$ cat src/rtl/jups_io_unit.sv
// Jups core I/O unit: debounced IN handshake and sequential binary-to-BCD
// conversion feeding registered 7-segment outputs.

// Per-digit lane: BCD add-3 correction for the converter and segment decode
// for the display.
module jups_io_digit #(
  parameter int SEG_ACTIVE_LOW = 1
) (
  input  logic [3:0] cnv_nib,
  output logic [3:0] cnv_adj,
  input  logic [3:0] disp_nib,
  input  logic       blank,
  input  logic       halt,
  output logic [6:0] seg
);
  logic [6:0] raw;

  assign cnv_adj = (cnv_nib >= 4'd5) ? cnv_nib + 4'd3 : cnv_nib;

  // active-high gfedcba pattern; dash wins over blanking while halted
  always_comb begin
    raw = 7'h00;
    if (halt) raw = 7'h40;
    else if (!blank) begin
      case (disp_nib)
        4'd0:    raw = 7'h3F;
        4'd1:    raw = 7'h06;
        4'd2:    raw = 7'h5B;
        4'd3:    raw = 7'h4F;
        4'd4:    raw = 7'h66;
        4'd5:    raw = 7'h6D;
        4'd6:    raw = 7'h7D;
        4'd7:    raw = 7'h07;
        4'd8:    raw = 7'h7F;
        4'd9:    raw = 7'h6F;
        default: raw = 7'h00;
      endcase
    end
  end

  assign seg = (SEG_ACTIVE_LOW != 0) ? ~raw : raw;
endmodule

module jups_io_unit #(
  parameter int DATA_W         = 32,
  parameter int SW_W           = 16,
  parameter int BIN_W          = 9,
  parameter int N_DIGITS       = 3,
  parameter int DB_CYCLES      = 50000,
  parameter int SEG_ACTIVE_LOW = 1,
  parameter int LZ_BLANK       = 0
) (
  input  logic                  Clock,
  input  logic                  Reset,
  input  logic                  Button,
  input  logic [SW_W-1:0]       Switches,
  input  logic                  InReq,
  output logic                  InAck,
  output logic [DATA_W-1:0]     InData,
  output logic                  Stall,
  input  logic                  OutWe,
  input  logic [DATA_W-1:0]     OutData,
  input  logic                  Halt,
  output logic                  Busy,
  output logic [7*N_DIGITS-1:0] Display
);
  localparam int DBW = (DB_CYCLES > 1) ? $clog2(DB_CYCLES + 1) : 1;
  localparam int CW  = $clog2(BIN_W + 1);
  localparam int BW  = 4 * N_DIGITS;
  localparam logic [DBW-1:0] DB_LAST  = DBW'(DB_CYCLES - 1);
  localparam logic [CW-1:0]  CNV_LAST = CW'(BIN_W - 1);

  // display image of a stored zero, honouring blanking and polarity
  function automatic logic [7*N_DIGITS-1:0] disp_rst_f();
    logic [7*N_DIGITS-1:0] v;
    logic [6:0]            d;
    v = '0;
    for (int i = 0; i < N_DIGITS; i++) begin
      d = (i == 0 || LZ_BLANK == 0) ? 7'h3F : 7'h00;
      v[7*i +: 7] = (SEG_ACTIVE_LOW != 0) ? ~d : d;
    end
    return v;
  endfunction
  localparam logic [7*N_DIGITS-1:0] DISP_RST = disp_rst_f();

  typedef enum logic [1:0] {I_IDLE, I_WAIT, I_ACK}  in_st_t;
  typedef enum logic [1:0] {O_IDLE, O_CONV, O_LOAD} out_st_t;

  in_st_t  in_st, in_nxt;
  out_st_t out_st, out_nxt;

  logic           s1, s2, btn_db, btn_db_q, btn_pulse;
  logic [DBW-1:0] db_cnt;

  logic [BIN_W-1:0] sh, pend;
  logic             pend_full;
  logic [BW-1:0]    bcd, bcd_adj, disp_bcd, disp_nxt;
  logic [CW-1:0]    cnv_cnt;

  logic [7*N_DIGITS-1:0] seg_nxt;
  logic [N_DIGITS:1]     lz;
  logic [N_DIGITS-1:0]   blank;

  logic unused_hi;
  assign unused_hi = ^OutData;

  // button: 2-FF synchroniser, then accept a level only after DB_CYCLES
  // consecutive samples that disagree with the current debounced value
  always_ff @(posedge Clock or posedge Reset) begin
    if (Reset) begin
      s1 <= 1'b0; s2 <= 1'b0; btn_db <= 1'b0; btn_db_q <= 1'b0; db_cnt <= '0;
    end else begin
      s1       <= Button;
      s2       <= s1;
      btn_db_q <= btn_db;
      if (s2 == btn_db) db_cnt <= '0;
      else if (db_cnt == DB_LAST) begin
        btn_db <= s2;
        db_cnt <= '0;
      end else db_cnt <= db_cnt + 1'b1;
    end
  end

  assign btn_pulse = btn_db & ~btn_db_q;

  // IN FSM state register and switch capture on the accepted press
  always_ff @(posedge Clock or posedge Reset) begin
    if (Reset) begin
      in_st  <= I_IDLE;
      InData <= '0;
    end else begin
      in_st <= in_nxt;
      if (in_st == I_WAIT && InReq && btn_pulse) InData <= DATA_W'(Switches);
    end
  end

  // IN FSM next state; abort takes precedence over a coincident press
  always_comb begin
    in_nxt = in_st;
    case (in_st)
      I_IDLE:  if (InReq) in_nxt = I_WAIT;
      I_WAIT:  if (!InReq) in_nxt = I_IDLE;
               else if (btn_pulse) in_nxt = I_ACK;
      I_ACK:   in_nxt = I_IDLE;
      default: in_nxt = I_IDLE;
    endcase
  end

  assign InAck = (in_st == I_ACK);
  assign Stall = InReq & ~InAck;

  // OUT FSM next state; a write during LOAD restarts conversion directly
  always_comb begin
    out_nxt = out_st;
    case (out_st)
      O_IDLE:  if (OutWe) out_nxt = O_CONV;
      O_CONV:  if (cnv_cnt == CNV_LAST) out_nxt = O_LOAD;
      O_LOAD:  out_nxt = (OutWe || pend_full) ? O_CONV : O_IDLE;
      default: out_nxt = O_IDLE;
    endcase
  end

  assign Busy = (out_st != O_IDLE);

  // conversion datapath: shift-add-3 engine, pending slot, stored BCD
  always_ff @(posedge Clock or posedge Reset) begin
    if (Reset) begin
      out_st    <= O_IDLE;
      sh        <= '0;
      pend      <= '0;
      pend_full <= 1'b0;
      bcd       <= '0;
      disp_bcd  <= '0;
      cnv_cnt   <= '0;
    end else begin
      out_st <= out_nxt;
      case (out_st)
        O_IDLE: if (OutWe) begin
          sh      <= OutData[BIN_W-1:0];
          bcd     <= '0;
          cnv_cnt <= '0;
        end
        O_CONV: begin
          bcd     <= {bcd_adj[BW-2:0], sh[BIN_W-1]};
          sh      <= {sh[BIN_W-2:0], 1'b0};
          cnv_cnt <= cnv_cnt + 1'b1;
          if (OutWe) begin
            pend      <= OutData[BIN_W-1:0];
            pend_full <= 1'b1;
          end
        end
        O_LOAD: begin
          disp_bcd <= bcd;
          if (OutWe || pend_full) begin
            sh        <= OutWe ? OutData[BIN_W-1:0] : pend;
            bcd       <= '0;
            cnv_cnt   <= '0;
            pend_full <= 1'b0;
          end
        end
        default: ;
      endcase
    end
  end

  assign disp_nxt = (out_st == O_LOAD) ? bcd : disp_bcd;
  assign lz[N_DIGITS] = 1'b1;

  for (genvar i = 0; i < N_DIGITS; i++) begin : g_dig
    if (i > 0) begin : g_lz
      if (i < N_DIGITS) begin : g_chain
        if (i == N_DIGITS - 1) begin : g_top
          assign blank[i] = (LZ_BLANK != 0) && (disp_nxt[4*i +: 4] == 4'd0);
        end else begin : g_mid
          assign lz[i+1] = lz[i+2] & (disp_nxt[4*(i+1) +: 4] == 4'd0);
          assign blank[i] = (LZ_BLANK != 0) && lz[i+1] && (disp_nxt[4*i +: 4] == 4'd0);
        end
      end
    end else begin : g_units
      assign blank[i] = 1'b0;
    end

    jups_io_digit #(.SEG_ACTIVE_LOW(SEG_ACTIVE_LOW)) u_dig (
      .cnv_nib  (bcd[4*i +: 4]),
      .cnv_adj  (bcd_adj[4*i +: 4]),
      .disp_nib (disp_nxt[4*i +: 4]),
      .blank    (blank[i]),
      .halt     (Halt),
      .seg      (seg_nxt[7*i +: 7])
    );
  end

  if (N_DIGITS == 1) begin : g_lz1
    logic unused_lz;
    assign unused_lz = lz[1];
  end

  // registered segment outputs; only LOAD or a Halt change alters them
  always_ff @(posedge Clock or posedge Reset) begin
    if (Reset) Display <= DISP_RST;
    else       Display <= seg_nxt;
  end
endmodule

$ cat config.mk
export PLATFORM = sky130hd
export DESIGN_NAME = jups_io_unit
export DESIGN_NICKNAME = d
export VERILOG_FILES = /design/src/rtl/jups_io_unit.sv
export SDC_FILE = /design/constraint.sdc
export NUM_CORES = 1
export LEC_CHECK = 0
export ABC_AREA = 0
export BUFFER_PORTS_ARGS = -buffer_cell sky130_fd_sc_hd__buf_2
export CAP_MARGIN = 20
export CORE_MARGIN = 8
export CORE_UTILIZATION = 45
export DETAILED_ROUTE_END_ITERATION = 8
export GPL_TIMING_DRIVEN = 0
export HOLD_SLACK_MARGIN = 0.15
export PLACE_DENSITY_LB_ADDON = 0.3
export SYNTH_ARGS = -nofsm -noshare
export SYNTH_HDL_FRONTEND = slang
export SYNTH_SLANG_ARGS = --single-unit
export TNS_END_PERCENT = 1
$ cat constraint.sdc
create_clock -name Clock -period 5.85 [get_ports Clock]
set_input_delay 0 -clock Clock [delete_from_list [all_inputs] [get_ports Clock]]
set_output_delay 0 -clock Clock [all_outputs]
set_load 0.02 [all_outputs]
* Yosys cells after proc, flatten, opt, wreduce, memory -nomap -nowiden
Memories as Yosys holds them, arrays and structs flattened. Index checks and enable logic that the tools add are counted.
Storage, ports and cells: register bits 108, bits in read-only memories 336, logic and storage cells 90, memories kept 3
Cells by class: add/subtract/negate cells 5, order comparisons 3, eq/ne operators 13, muxes and demuxes 30, bitwise operators 8, reductions and logical operators 13
Memories:
- (name not given) | depth 16, bits a word 7, rd ports 1, clocked after Yosys merged registers in 0, wr ports 0, line 25 | case (disp_nib)
- (name not given) | depth 16, bits a word 7, rd ports 1, clocked after Yosys merged registers in 0, wr ports 0, line 25
- (name not given) | depth 16, bits a word 7, rd ports 1, clocked after Yosys merged registers in 0, wr ports 0, line 25
Operators by type and width (count):
- 2-to-1 mux 12 bit | 3
- case mux 12 bit (3 select lines) | 1
- 2-to-1 mux 16 bit | 2
- 2-to-1 mux 9 bit | 3
- case mux 9 bit (3 select lines) | 1
- 2-to-1 mux 7 bit | 3
- inverter 7 bit | 3
- adder 16 x 1 -> 16 bit, second input constant | 1
- equality test 16 bit, second input constant | 1
- 2-to-1 mux 4 bit | 4
- >= comparator 4 x 3 -> 1 bit, second input constant | 3
- case mux 4 bit (3 select lines) | 1
- 2-to-1 mux 2 bit | 5
- != test 2 bit, second input constant | 5
- adder 4 x 2 -> 4 bit, second input constant | 2
- case mux 2 bit (3 select lines) | 1
- AND reduction 2 bit | 3
- AND reduction 3 bit | 2
- adder 4 x 1 -> 4 bit, second input constant | 1
- equality test 2 x 1 -> 1 bit, second input constant | 2
- equality test 2 bit, second input constant | 2
- equality test 4 bit, second input constant | 1
- zero test 2 bit | 2
- case mux 2 bit (2 select lines) | 1
- 12 further kinds | 19

* Depth between registers and ports, before layout
Gate-level depths: netlist of run 1.
depth in word-level cells 5, depth in mapped cells 10

* Hierarchy
A second synthesis of run 1 with hierarchy kept.
Unflattened totals: cells, all modules 524, area total of the unflattened synthesis 5441.5 um^2
Modules (own cells, without submodules):
- jups_io_unit | instances 1, cells an instance 395, area an instance 4551.9 um^2
- jups_io_digit | instances 3, cells an instance 43, area an instance 296.5 um^2

* Least setup slack after synthesis of run 1
OpenSTA, ideal clock, no wires.
kind reg-to-reg, start register out_st[0], end register Display[10], setup time 118 ps, arrival 2068 ps, data required time 5732 ps, setup slack 3664 ps, stages on the path, launching flop included 11, buffers on the path 2, cell sequence dfrtp_1 -> inv_1 -> ha_1 -> buf_6 -> buf_8 -> mux2i_1 -> inv_2 -> ha_1 -> nor2_1 -> o21ai_0 -> a21o_1
Between the ends: cells in the longest elaborated chain, start to end 5
Ends and longest elaborated chain:
- start, declared | line 90 | out_st_t out_st, out_nxt;
- start signal, assigned | line 176 | out_st <= out_nxt;
- equality test 2 bit | line 206 | assign disp_nxt = (out_st == O_LOAD) ? bcd : disp_bcd;
- 2-to-1 mux 12 bit
- via disp_nxt[5] | line 97 | logic [BW-1:0] bcd, bcd_adj, disp_bcd, disp_nxt;
- memory read (16 x 7 bit)
- 2-to-1 mux 7 bit | line 23 | if (halt) raw = 7'h40;
- inverter 7 bit | line 41 | assign seg = (SEG_ACTIVE_LOW != 0) ? ~raw : raw;
- via g_dig[1].u_dig.seg[3] | line 14 | output logic [6:0] seg
- end signal, assigned | line 241 | else Display <= seg_nxt;
- end, declared | line 65 | output logic [7*N_DIGITS-1:0] Display
The timed path passes the listed nets, and every way through them passes these cells. A chain may end at the register's enable or synchronous reset.

* Worst setup path in the final report of run 1
start register out_st[0], end register Display[14]
Between the ends: cells in the longest elaborated chain, start to end 5
Ends and longest elaborated chain (line):
- equality test 2 bit | 206
- 2-to-1 mux 12 bit
- via disp_nxt[8] | 97
- memory read (16 x 7 bit)
- 2-to-1 mux 7 bit | 23
- inverter 7 bit | 41
- via g_dig[2].u_dig.seg[0] | 14
The timed path passes the listed nets, and every way through them passes these cells.

==> results.md, run 1 <==
- Run status: finished clean
- CP endpoint kind: flop
- Cell Pwr Density: 301 nW/um2
- Core Box Area: 12000 um2
- Sw Share: 0.309
- Switch Pwr: 0.000624 W
- Via Count: 4036
- Yosys top cell area share: 0.478
- CTS Buf Count: 9
- Pwr Total: 0.00202 W
- Post-synth EDFFs: 0
- Synthesis Warnings: 0
- Total Wirelength: 11.4 mm
- DRT antenna net count: 0
- Max-Cap Viols: 0
- Gp weighted congestion: 0.842
- RR Startpoint: out_st[0]
- Vias in the first global route: 4100
- Setup Viol. Count Final: 0
- Pre-CTS WS: 3390 ps
- Largest net degree at the start of global routing: 61
- Final worst slack: 3380 ps
- Fin crit share: 0.422
- Post-Synthesis Cells: 513
- RSZ-0062 raised after global routing: no
- GRT Overall Usage: 0.146
- Post-synthesis mux area share: 0.101
- Multi-input logic area: 2490 um2
- Synth cell count leaders: dfrtp_1 (105), nor2_1 (45), o21ai_0 (38)
- Crit-path max FO: 10
- Reg2reg end: Display[14]
- Main combinational cell family by area after synthesis: compound AO/OA/AOI/OAI gates
- Netlist Area Pre-Place: 5490 um2
- Max clock buf depth: 2
- First-pass GRT wire length: 19.5 mm
- Per-cell routed wire length: 14.4 um
- Worst path arrival time: 2690 ps
- Hold Path Sink: pend_full
- Startpoint types: flop
- Initial Utilization: 0.459
- Ys async rst share: 1.00
- Sequential area share after synthesis: 0.493
- Dominant synthesized flop cell: dfrtp_1
- Die Ht: 126 um
- Tightest Pin Transition: 686 ps
- Synth area leaders: dfrtp_1 (48%), ha_1 (6.4%), mux2_2 (5.9%), o21ai_0 (3.5%), nor2_1 (3.1%)
- Sequential Power Share: 0.450
- Most frequent cell after synthesis: dfrtp_1
- Vias/cell: 5.10
- Final hold vios: 0
- Final clock skew: 9.22 ps
- Clock Tree Root: clkbuf_16
- Layout area overhead: 22.2%
- DR iter-0 viols: 304
- Post-Synth Simple-Gate Area: 0.117
- Share of cells above drive strength 1: 0.247
- Synth Area in Compound Gates: 0.131
- Finished Layout Cells: 791
- Combinational Power Share: 0.239
- Leakage: 3.30 nW
- Initial antenna violation count: 0
- Row Count: 40
- Dpl hpwl: 7.99 mm
- Drt pass-1 iters: 5
- Synth unique cells: 52
- Crit path required time: 6070 ps
- CTS sink count: 108
- HP Class: in -> reg
- Cells after DPL: 746
- Area leader, netlist: dfrtp_1
- Fin. max-slew vios: 0
- Clk Latency, worst-skew pair: 350 ps
- IO Count: 110
- IO Port Bufs: 70
- Max-Slew Margin vs Limit: 0.540
- Critical path class: reg -> reg
- TritonCTS clock tree: done
- Power Internal: 0.00140 W
- Filler cells: 1004
- Die W: 126 um
- Minimum clock period: 2470 ps
- Clock network fraction of total power: 0.311
- Synth Area in XOR/XNOR: 0.0287
- VDD IR max: 0.152 mV
- #FFs+latches synth: 108
- Post-Syn Area per Cell: 10.7 um2
- Hold Startpoint: OutWe
- Synth Area in Adders: 0.0638
- Reg2Reg Depth: 10
- Flop-to-flop setup slack: 3380 ps
- Grt ovf: 0
- DRC Markers: 0
- Total Nets Final: 721
- H-tree depth: 3
- Final Util: 0.561
- CTS resizes: 0
- Die area: 16000 um2
- Worst hold path depth: 3
- Sequential Area: 2710 um2
- Highest Clock Rate: 0.405 GHz
- Worst-path clk slew: 70 ps
- Setup TNS: 0 ps
- Ant. Diodes: 0
-- worst max-delay path, cell delays in order (launching register included) --
cell and delay, ps:
dfrtp_1 420, inv_1 120, ha_1 170, buf_6 160
buf_8 190, mux2i_1 430, inv_1 150, ha_1 220
nand2b_1 130, a21oi_1 230, o21bai_1 110
-- power by group through the flow --
| stage | clock network [W] | logic [W] | registers [W] |
|---|---|---|---|
| global placement | 0 | 0.000449 | 0.000918 |
| detailed placement | 0 | 0.000468 | 0.000922 |
| global route | 0.000680 | 0.000541 | 0.000921 |
| floorplan | 0 | 0.000329 | 0.000927 |
| CTS | 0.000646 | 0.000487 | 0.000908 |
| finish | 0.000628 | 0.000483 | 0.000909 |
-- layout make-up --
type                       instances  share of cell area
buffer                            38              0.0365
clock buffer                      10              0.0356
clock inverter                     6              0.0106
inverter                          29              0.0166
multi-input combinational        353               0.371
sequential                       108               0.403
tap                              147              0.0274
timing repair buffer             100              0.0995
-- cell families after synthesis --
family,count (synthesis)
compound gates,114
xor+xnor,18
fa+ha+maj,28
flops,108
mux,46
simple gates,131
other cells,1
buf+inv,67
-- how the worst max path moves through the flow --
stage               from     endpoint  slack [ps]  depth (start not counted)
3_5_place_dp   out_st[0]  Display[10]        3390                         10
6_report       out_st[0]  Display[14]        3380                         10
3_3_place_gp       Reset      pend[4]        1800                          2
5_1_grt        out_st[0]  Display[17]        3150                         10
4_1_cts        out_st[0]  Display[10]        3380                         10
2_1_floorplan      Reset   Display[0]        3010                          1
-- per-layer routing --
| layer | wire (um) | GRT usage | part of all wire | vias to the layer above |
|---|---|---|---|---|
| li1 | - | - | - | 1997 |
| met1 | 5240 | 0.182 | 0.46 | 1936 |
| met2 | 5390 | 0.240 | 0.47 | 89 |
| met3 | 532 | 0.0289 | 0.047 | 14 |
| met4 | 204 | 0.0644 | 0.018 | 0 |
| met5 | 0 | 0 | 0 | - |
-- placed cells by master, fill, tap and decap left out, types with 7 or more instances in the layout --
cell	instances
o21ai_0	38
o31ai_1	10
a21o_1	13
dfrtp_1	105
ha_1	28
buf_2	77
clkbuf_1	11
nor3_1	9
nand2b_1	7
inv_1	27
dlygate4sd3_1	29
a22o_1	7
nor2_1	45
a21oi_1	28
xnor2_1	14
clkbuf_16	9
mux2i_1	11
nand2_1	23
nor2b_1	13
mux2_2	29
buf_4	16
conb_1	16
nand3_1	9
-- registers in the layout (all words and copies together) (netlist names), 4 cells and up --
register and count:
Display 21, InData 16, bcd 12, cnv_cnt 4
db_cnt 16, disp_bcd 12, pend 9, sh 9
-- stage by stage --
step	hold slack, ps	area [um2]
after floorplan	31.4	5550
after CTS	188	6710
after global placement	134	6080
final	207	6710
after detailed placement	122	6110
after global routing	228	6710
-- timing repair --
| action | 4_1_cts | 5_1_grt |
|---|---|---|
| hold buffers | 29 | 0 |
| endpoints found under the hold margin | 85 | 0 |
| setup buffers | 0 | 0 |
(Power assumes the default switching activity.)
==> run 2: changes to the inputs <==
--- a/config.mk
+++ b/config.mk
@@ -5,7 +5,7 @@
 export SDC_FILE = /design/constraint.sdc
 export NUM_CORES = 1
 export LEC_CHECK = 0
-export ABC_AREA = 0
+export ABC_AREA = 1
 export BUFFER_PORTS_ARGS = -buffer_cell sky130_fd_sc_hd__buf_2
 export CAP_MARGIN = 20
 export CORE_MARGIN = 8
==> constraint.sdc (replaced) <==
create_clock -name Clock -period 2.2 [get_ports Clock]
set_input_delay 0 -clock Clock [delete_from_list [all_inputs] [get_ports Clock]]
set_output_delay 0 -clock Clock [all_outputs]
set_load 0.02 [all_outputs]
==> run 2 against run 1 <==
Against the previous run:
- synthesized cell count increased by 27%
- clock power increased to 2.7 times the previous value
- wire length increased by 3.1%
- register-to-register slack got worse by 3200 ps
- worst setup slack got worse by 3200 ps
- area after synthesis increased by 0.36%
- power increased to 3.4 times the previous value
- largest cell class unchanged
- combinational power increased to 5.2 times the previous value
- hold slack got worse by 19 ps
- sequential share of layout area decreased by 0.68 points
- maximum frequency increased by 20%
- sequential power increased to 2.8 times the previous value
==> results.md, run 2 <==
- Top delay family on crit path: buffers and inverters
- H-tree depth: 3 (unchanged)
- Crit-path max FO: 10 (unchanged)
- Via Count: 4435 (+9.9%)
- Setup Viol. Count Final: 0 (unchanged)
- Post-Synthesis Cells: 649 (+27%)
- Synthesis Warnings: 0 (unchanged)
- Worst-path clk slew: 70 ps (about the same)
- Crit path required time: 2430 ps (-3640 ps)
- Largest net degree at the start of global routing: 43 (-30%)
- Tightest Pin Transition: 907 ps (+221 ps)
- Yosys top cell area share: 0.477 (-0.00174)
- RR Startpoint: out_st[0]
- Buf/Inv on CP: 4 (unchanged)
- Synth unique cells: 40 (-23%)
- Total Wirelength: 11.7 mm (+3.1%)
- Fin. max-slew vios: 0 (unchanged)
- Clk Latency, worst-skew pair: 350 ps (about the same)
- CP endpoint kind: flop
- Dpl hpwl: 8.33 mm (+4.2%)
- Post-DP Area: 6150 um2 (+0.55%)
- Crit path largest cell delay: 410 ps (-20 ps)
- Sequential area share after synthesis: 0.491 (-0.00179)
- Drt pass-1 iters: 4 (-1)
- Row Count: 40 (unchanged)
- CTS sink count: 108 (unchanged)
- Clock Tree Root: clkbuf_16
- IO Count: 110 (unchanged)
- Initial antenna violation count: 0 (unchanged)
- Minimum clock period: 2060 ps (-408 ps)
- IO Port Bufs: 70 (unchanged)
- Max clock buf depth: 2 (unchanged)
- CP max-delay cell: dfrtp_1
- Fin crit share: 0.935 (+0.514)
- Vias/cell: 4.76 (-6.7%)
- Critical path class: reg -> reg
- Total Nets Final: 862 (+20%)
- Core Box Area: 12000 um2 (unchanged)
- Multi-input logic area: 2400 um2 (-3.4%)
- Netlist Area Pre-Place: 5510 um2 (+0.36%)
- Share of cells above drive strength 1: 0.208 (-0.0393)
- CTS Buf Count: 9 (unchanged)
- DRC Markers: 0 (unchanged)
- Synth area leaders: dfrtp_1 (48%), nand2_1 (14%), ha_1 (6.4%), inv_1 (4.2%), nor2_1 (3.0%)
- Max-Cap Viols: 0 (unchanged)
- Ys async rst share: 1.00 (unchanged)
- Die Ht: 127 um (+0.16%)
- Largest reg by FF count: Display
- Hold_ws: 188 ps (-18.9 ps)
- Postcts setup bufs: 0 (unchanged)
- VDD IR max: 0.451 mV (+200%)
- Run status: finished clean
- Ant. Diodes: 0 (unchanged)
- Top flop regs: Display x21, InData x16, db_cnt x16
- Most frequent cell after synthesis: nand2_1
- Commonest non-fill, non-tap cell in the layout: nand2_1
- Vias in the first global route: 4478 (+9.2%)
- DR iter-0 viols: 219 (-28%)
- Dominant synthesized flop cell: dfrtp_1
- Most frequent cells in the layout: nand2_1 (200), dfrtp_1 (105), buf_2 (76)
- Grt ovf: 0 (unchanged)
- CP startpoint: out_st[0]
- Post-Syn Area per Cell: 8.49 um2 (-21%)
- #FFs+latches synth: 108 (unchanged)
- Worst path arrival time: 2290 ps (-400 ps)
- Layout area overhead: 23.9%
- Worst path cell trace: inv_1, ha_1, buf_6, buf_12, nand2_1, o21ai_4, inv_1, ha_1, or2_1, o211ai_1, nand2_1
- Per-cell routed wire length: 12.6 um (-12%)
- Post-synth EDFFs: 0 (unchanged)
- Max reg flops: 21 (unchanged)
- Final clock skew: 8.72 ps (-0.498 ps)
- HP Class: in -> reg
- Cell Pwr Density: 996 nW/um2 (+230%)
- TritonCTS clock tree: done
- GRT Overall Usage: 0.153 (+0.00739)
- Finished Cell Area: 6830 um2 (+1.7%)
- Die W: 127 um (+0.16%)
- Max-Slew Margin vs Limit: 0.394 (-0.146)
- Leakage: 3.45 nW (+4.7%)
- Startpoint types: flop
- Hold Startpoint: OutWe
- Highest Clock Rate: 0.486 GHz (+20%)
- Initial Utilization: 0.461 (+0.00167)
- Area leader, netlist: dfrtp_1
- Filler cells: 1025 (+2.1%)
- DRT antenna net count: 0 (unchanged)
- Die area: 16000 um2 (+0.32%)
- Gp weighted congestion: 0.799 (-5.1%)
- Final hold vios: 0 (unchanged)
- Synth cell count leaders: nand2_1 (200), dfrtp_1 (105), inv_1 (62)
- First-pass GRT wire length: 20.4 mm (+4.7%)
- Sequential Area: 2710 um2 (unchanged)
## run 2: final timing paths
kind	to	depth (start not counted)	slack [ps]
min	pend_full	5	190
max reg2reg	Display[7]	11	140
min in group asynchronous	in_st[0]	3	400
max in group asynchronous	pend[8]	5	900
max	Display[7]	11	140
min reg2reg	s2	0	360
## run 2: timing repair
action                                  4_1_cts  5_1_grt
hold buffers                                 33        0
resized for setup                             2        8
pin swaps                                     0        0
hold endpoints to repair                     80        0
endpoints found under the setup margin        4        7
## run 2: power breakdown
group	total [W]	internal (W)	switching, W	leakage, nW
Sequential	0.00257	0.00238	0.000185	1.39
Combinational	0.00252	0.000925	0.00160	1.91
Clock	0.00171	0.000939	0.000774	0.154
Total	0.00680	0.00424	0.00256	3.45
## run 2: cell type report
class	count	share of cell area
buffer	28	0.0315
timing repair buffer	105	0.106
clock buffer	10	0.0350
inverter	72	0.0412
multi-input combinational	456	0.352
tap	147	0.0269
sequential	108	0.396
clock inverter	6	0.0114
## run 2: stage by stage
step | util | power (W) | setup WS [ps] | instances | setup TNS (ps)
floorplan | - | 0.00437 | 232 | 664 | 0
global placement | 0.510 | 0.00492 | 56.4 | 881 | 0
detailed placement | 0.514 | 0.00503 | -44.9 | 883 | -110
CTS | 0.569 | 0.00684 | 14.9 | 932 | 0
global route | 0.571 | 0.00730 | -6.98 | 932 | -6.98
finish | 0.571 | 0.00680 | 142 | 932 | 0
## run 2: worst min-delay path: cells and delay by family
family	cells	cell delay, ps
AOI/OAI and AO/OA	2	170
buffers and inverters	3	330
## run 2: kinds of logic after synthesis
group / after synthesis / share of synthesized area
xor+xnor: 6 / 0.00953
buf+inv: 100 / 0.0879
flops: 108 / 0.491
fa+ha+maj: 28 / 0.0636
compound gates: 98 / 0.104
other cells: 1 / 0.000680
simple gates: 308 / 0.243
## run 2: routing by layer
metal,up-vias,wire length (um),track usage
li1,2293,-,-
met1,2050,5240,0.183
met2,79,5680,0.258
met3,13,586,0.0360
met4,0,213,0.0679
met5,-,0,0
==> run 3: changes to the inputs <==
--- a/config.mk
+++ b/config.mk
@@ -9,7 +9,7 @@
 export BUFFER_PORTS_ARGS = -buffer_cell sky130_fd_sc_hd__buf_2
 export CAP_MARGIN = 20
 export CORE_MARGIN = 8
-export CORE_UTILIZATION = 45
+export CORE_UTILIZATION = 50
 export DETAILED_ROUTE_END_ITERATION = 8
 export GPL_TIMING_DRIVEN = 0
 export HOLD_SLACK_MARGIN = 0.15
==> run 3 against run 2 <==
Against the previous run:
- combinational power hardly changed
- non-clock buffer count increased by 8
- via count up 1.4%
- first-iteration DRC count down 36%
- die area decreased by 8.8%
- flip-flop and latch count is the same
- critical path depth unchanged
- highest routed layer unchanged
==> results.md, run 3 (synthesized netlist as in run 2, its figures left out) <==
- Run status: finished clean
- Finished Cell Area: 6760 um2 (-1.1%)
- Crit-path max FO: 10 (unchanged)
- Total Nets Final: 870 (+0.93%)
- Share of cells above drive strength 1: 0.206 (-0.00209)
- Max reg flops: 21 (unchanged)
- Vias in the first global route: 4428 (-1.1%)
- Ant. Diodes: 0 (unchanged)
- IO Port Bufs: 70 (unchanged)
- Switch Pwr: 0.00243 W (-4.9%)
- Minimum clock period: 2100 ps (+40.0 ps)
- Most frequent cells in the layout: nand2_1 (200), dfrtp_1 (105), buf_2 (76)
- Die Ht: 121 um (-4.5%)
- Sw Share: 0.393 (+0.0170)
- Setup TNS: 0 ps (unchanged)
- Commonest non-fill, non-tap cell in the layout: nand2_1
- RR Startpoint: out_st[0]
- Dpl hpwl: 8.33 mm (about the same)
- Final Util: 0.626 (+0.0551)
- Top flop regs: Display x21, InData x16, db_cnt x16
- Leakage: 3.43 nW (-0.64%)
- HP Class: in -> async
- DRC Markers: 0 (unchanged)
- H-tree depth: 3 (unchanged)
- Initial Utilization: 0.511 (+0.0499)
- Max-Cap Viols: 0 (unchanged)
- Drt pass-1 iters: 4 (unchanged)
- DR iter-0 viols: 140 (-36%)
- Reg2reg end: Display[7]
- Layout area overhead: 22.6%
- Buf/Inv on CP: 4 (unchanged)
- IO Count: 110 (unchanged)
- Tightest Pin Transition: 533 ps (-374 ps)
- Via Count: 4495 (+1.4%)
- Power Internal: 0.00376 W (-11%)
- Reg2Reg Depth: 11 (unchanged)
- Worst path arrival time: 2360 ps (+70 ps)
- Final clock skew: 7.11 ps (-1.61 ps)
- Hold_ws: 245 ps (+57.3 ps)
- CP endpoint kind: flop
- Top delay family on crit path: buffers and inverters
- Combinational Power Share: 0.412 (+0.041)
- RSZ-0062 raised after global routing: yes
- Total Wirelength: 11.5 mm (-1.7%)
- Setup Viol. Count Final: 0 (unchanged)
- Flop-to-flop setup slack: 100 ps (-40 ps)
- Max-Slew Margin vs Limit: 0.644 (+0.250)
- Fin. max-slew vios: 0 (unchanged)
- Die W: 121 um (-4.5%)
- Row Count: 38 (-5.0%)
- Grt ovf: 0 (unchanged)
- Per-cell routed wire length: 12.3 um (-1.8%)
- Worst path cell trace: inv_1, ha_1, buf_6, buf_6, nand2_1, o21ai_4, inv_1, ha_1, or2_1, o211ai_1, nand2_1
- Vias/cell: 4.82 (+1.2%)
- Largest reg by FF count: Display
- CTS Buf Count: 9 (unchanged)
- Largest net degree at the start of global routing: 35 (-19%)
- Final hold vios: 0 (unchanged)
- TritonCTS clock tree: done
- VDD IR max: 0.516 mV (+15%)
- Core Box Area: 10800 um2 (-9.8%)
- CTS sink count: 108 (unchanged)
- Cell Pwr Density: 917 nW/um2 (-8.0%)
- Gp weighted congestion: 0.835 (+4.6%)
- Highest Clock Rate: 0.477 GHz (-1.9%)
- Max clock buf depth: 2 (unchanged)
- Initial antenna violation count: 0 (unchanged)
- Startpoint types: flop
- Clock network fraction of total power: 0.172 (-0.080)
- GRT Overall Usage: 0.166 (+0.0128)
- Worst-path clk slew: 90 ps (+20 ps)
- Crit path required time: 2460 ps (+30 ps)
- Critical path class: reg -> reg
- DRT antenna net count: 0 (unchanged)
- Clock Tree Root: clkbuf_8
- Post-DP Area: 6160 um2 (+0.18%)
- Fin crit share: 0.954 (+0.0182)
- Clk Latency, worst-skew pair: 380 ps (+30 ps)
- Filler cells: 923 (-10%)
- Die area: 14600 um2 (-8.8%)
- Crit path largest cell delay: 430 ps (+20 ps)
- CP max-delay cell: dfrtp_1
- Sequential Power Share: 0.416 (+0.039)
- First-pass GRT wire length: 20.2 mm (-1.3%)
-- run 3: cell count changes in the layout (fill, tap and decap cells not counted), moves of 2 or more --
cell           previous run  this run
buf_4                    17        20
clkbuf_16                 9         0
inv_8                     3         1
clkinv_2                  0         2
inv_1                    58        60
clkbuf_1                  1         4
dlygate4sd3_1            33        36
clkbuf_8                  1         9
inv_2                    10         8
inv_6                     2         0
-- run 3: worst max-delay path by stage --
stage                  endpoint  cells past startpoint  startpoint
floorplan            Display[0]                     10   out_st[0]
global placement     Display[7]                     10   out_st[0]
global route        Display[14]                     11   out_st[0]
CTS                  Display[7]                     10   out_st[0]
finish               Display[7]                     11   out_st[0]
detailed placement   Display[7]                     10   out_st[0]
-- run 3: per-stage QoR --
stage          power [W]  worst slack, ps  std cells
2_1_floorplan    0.00437              232        664
3_3_place_gp     0.00490             53.2        874
3_5_place_dp     0.00502            -65.6        877
4_1_cts          0.00615             45.3        929
5_1_grt          0.00671            -20.1        933
6_report         0.00619              102        933
-- run 3: metal layers --
layer  GRT usage  share of wire  up-vias
met3      0.0307          0.053       15
met2       0.279           0.48      104
met1       0.203           0.44     2078
met4      0.0757          0.020        0
li1            -              -     2298
met5           0              0        -
-- run 3: repair_timing --
item	in CTS	in global routing
endpoints found under the setup margin	5	6
hold buffers	36	0
setup buffers	0	4
hold endpoints to repair	90	0
resized for setup	3	4
-- run 3: power groups by stage --
stage / combinational [W] / sequential (W) / clock [W]
CTS: 0.00248 / 0.00257 / 0.00110
detailed placement: 0.00242 / 0.00259 / 0
finish: 0.00255 / 0.00258 / 0.00106
floorplan: 0.00166 / 0.00271 / 0
global placement: 0.00232 / 0.00258 / 0
global route: 0.00292 / 0.00261 / 0.00118
-- run 3: worst min-delay path, delay by kind of cell --
family / cells / cell delay, ps
buffers and inverters: 3 / 1060
-- run 3: cell type report --
class / instances / area (um2) / share of cell area
flip-flops and latches: 108 / 2710 / 0.401
clock inverters: 4 / 26.3 / 0.00389
plain buffers: 28 / 206 / 0.0306
repair buffers: 113 / 813 / 0.120
clock buffers: 12 / 135 / 0.0200
well taps: 140 / 175 / 0.0259
inverters: 72 / 282 / 0.0417
multi-input cells: 456 / 2410 / 0.357
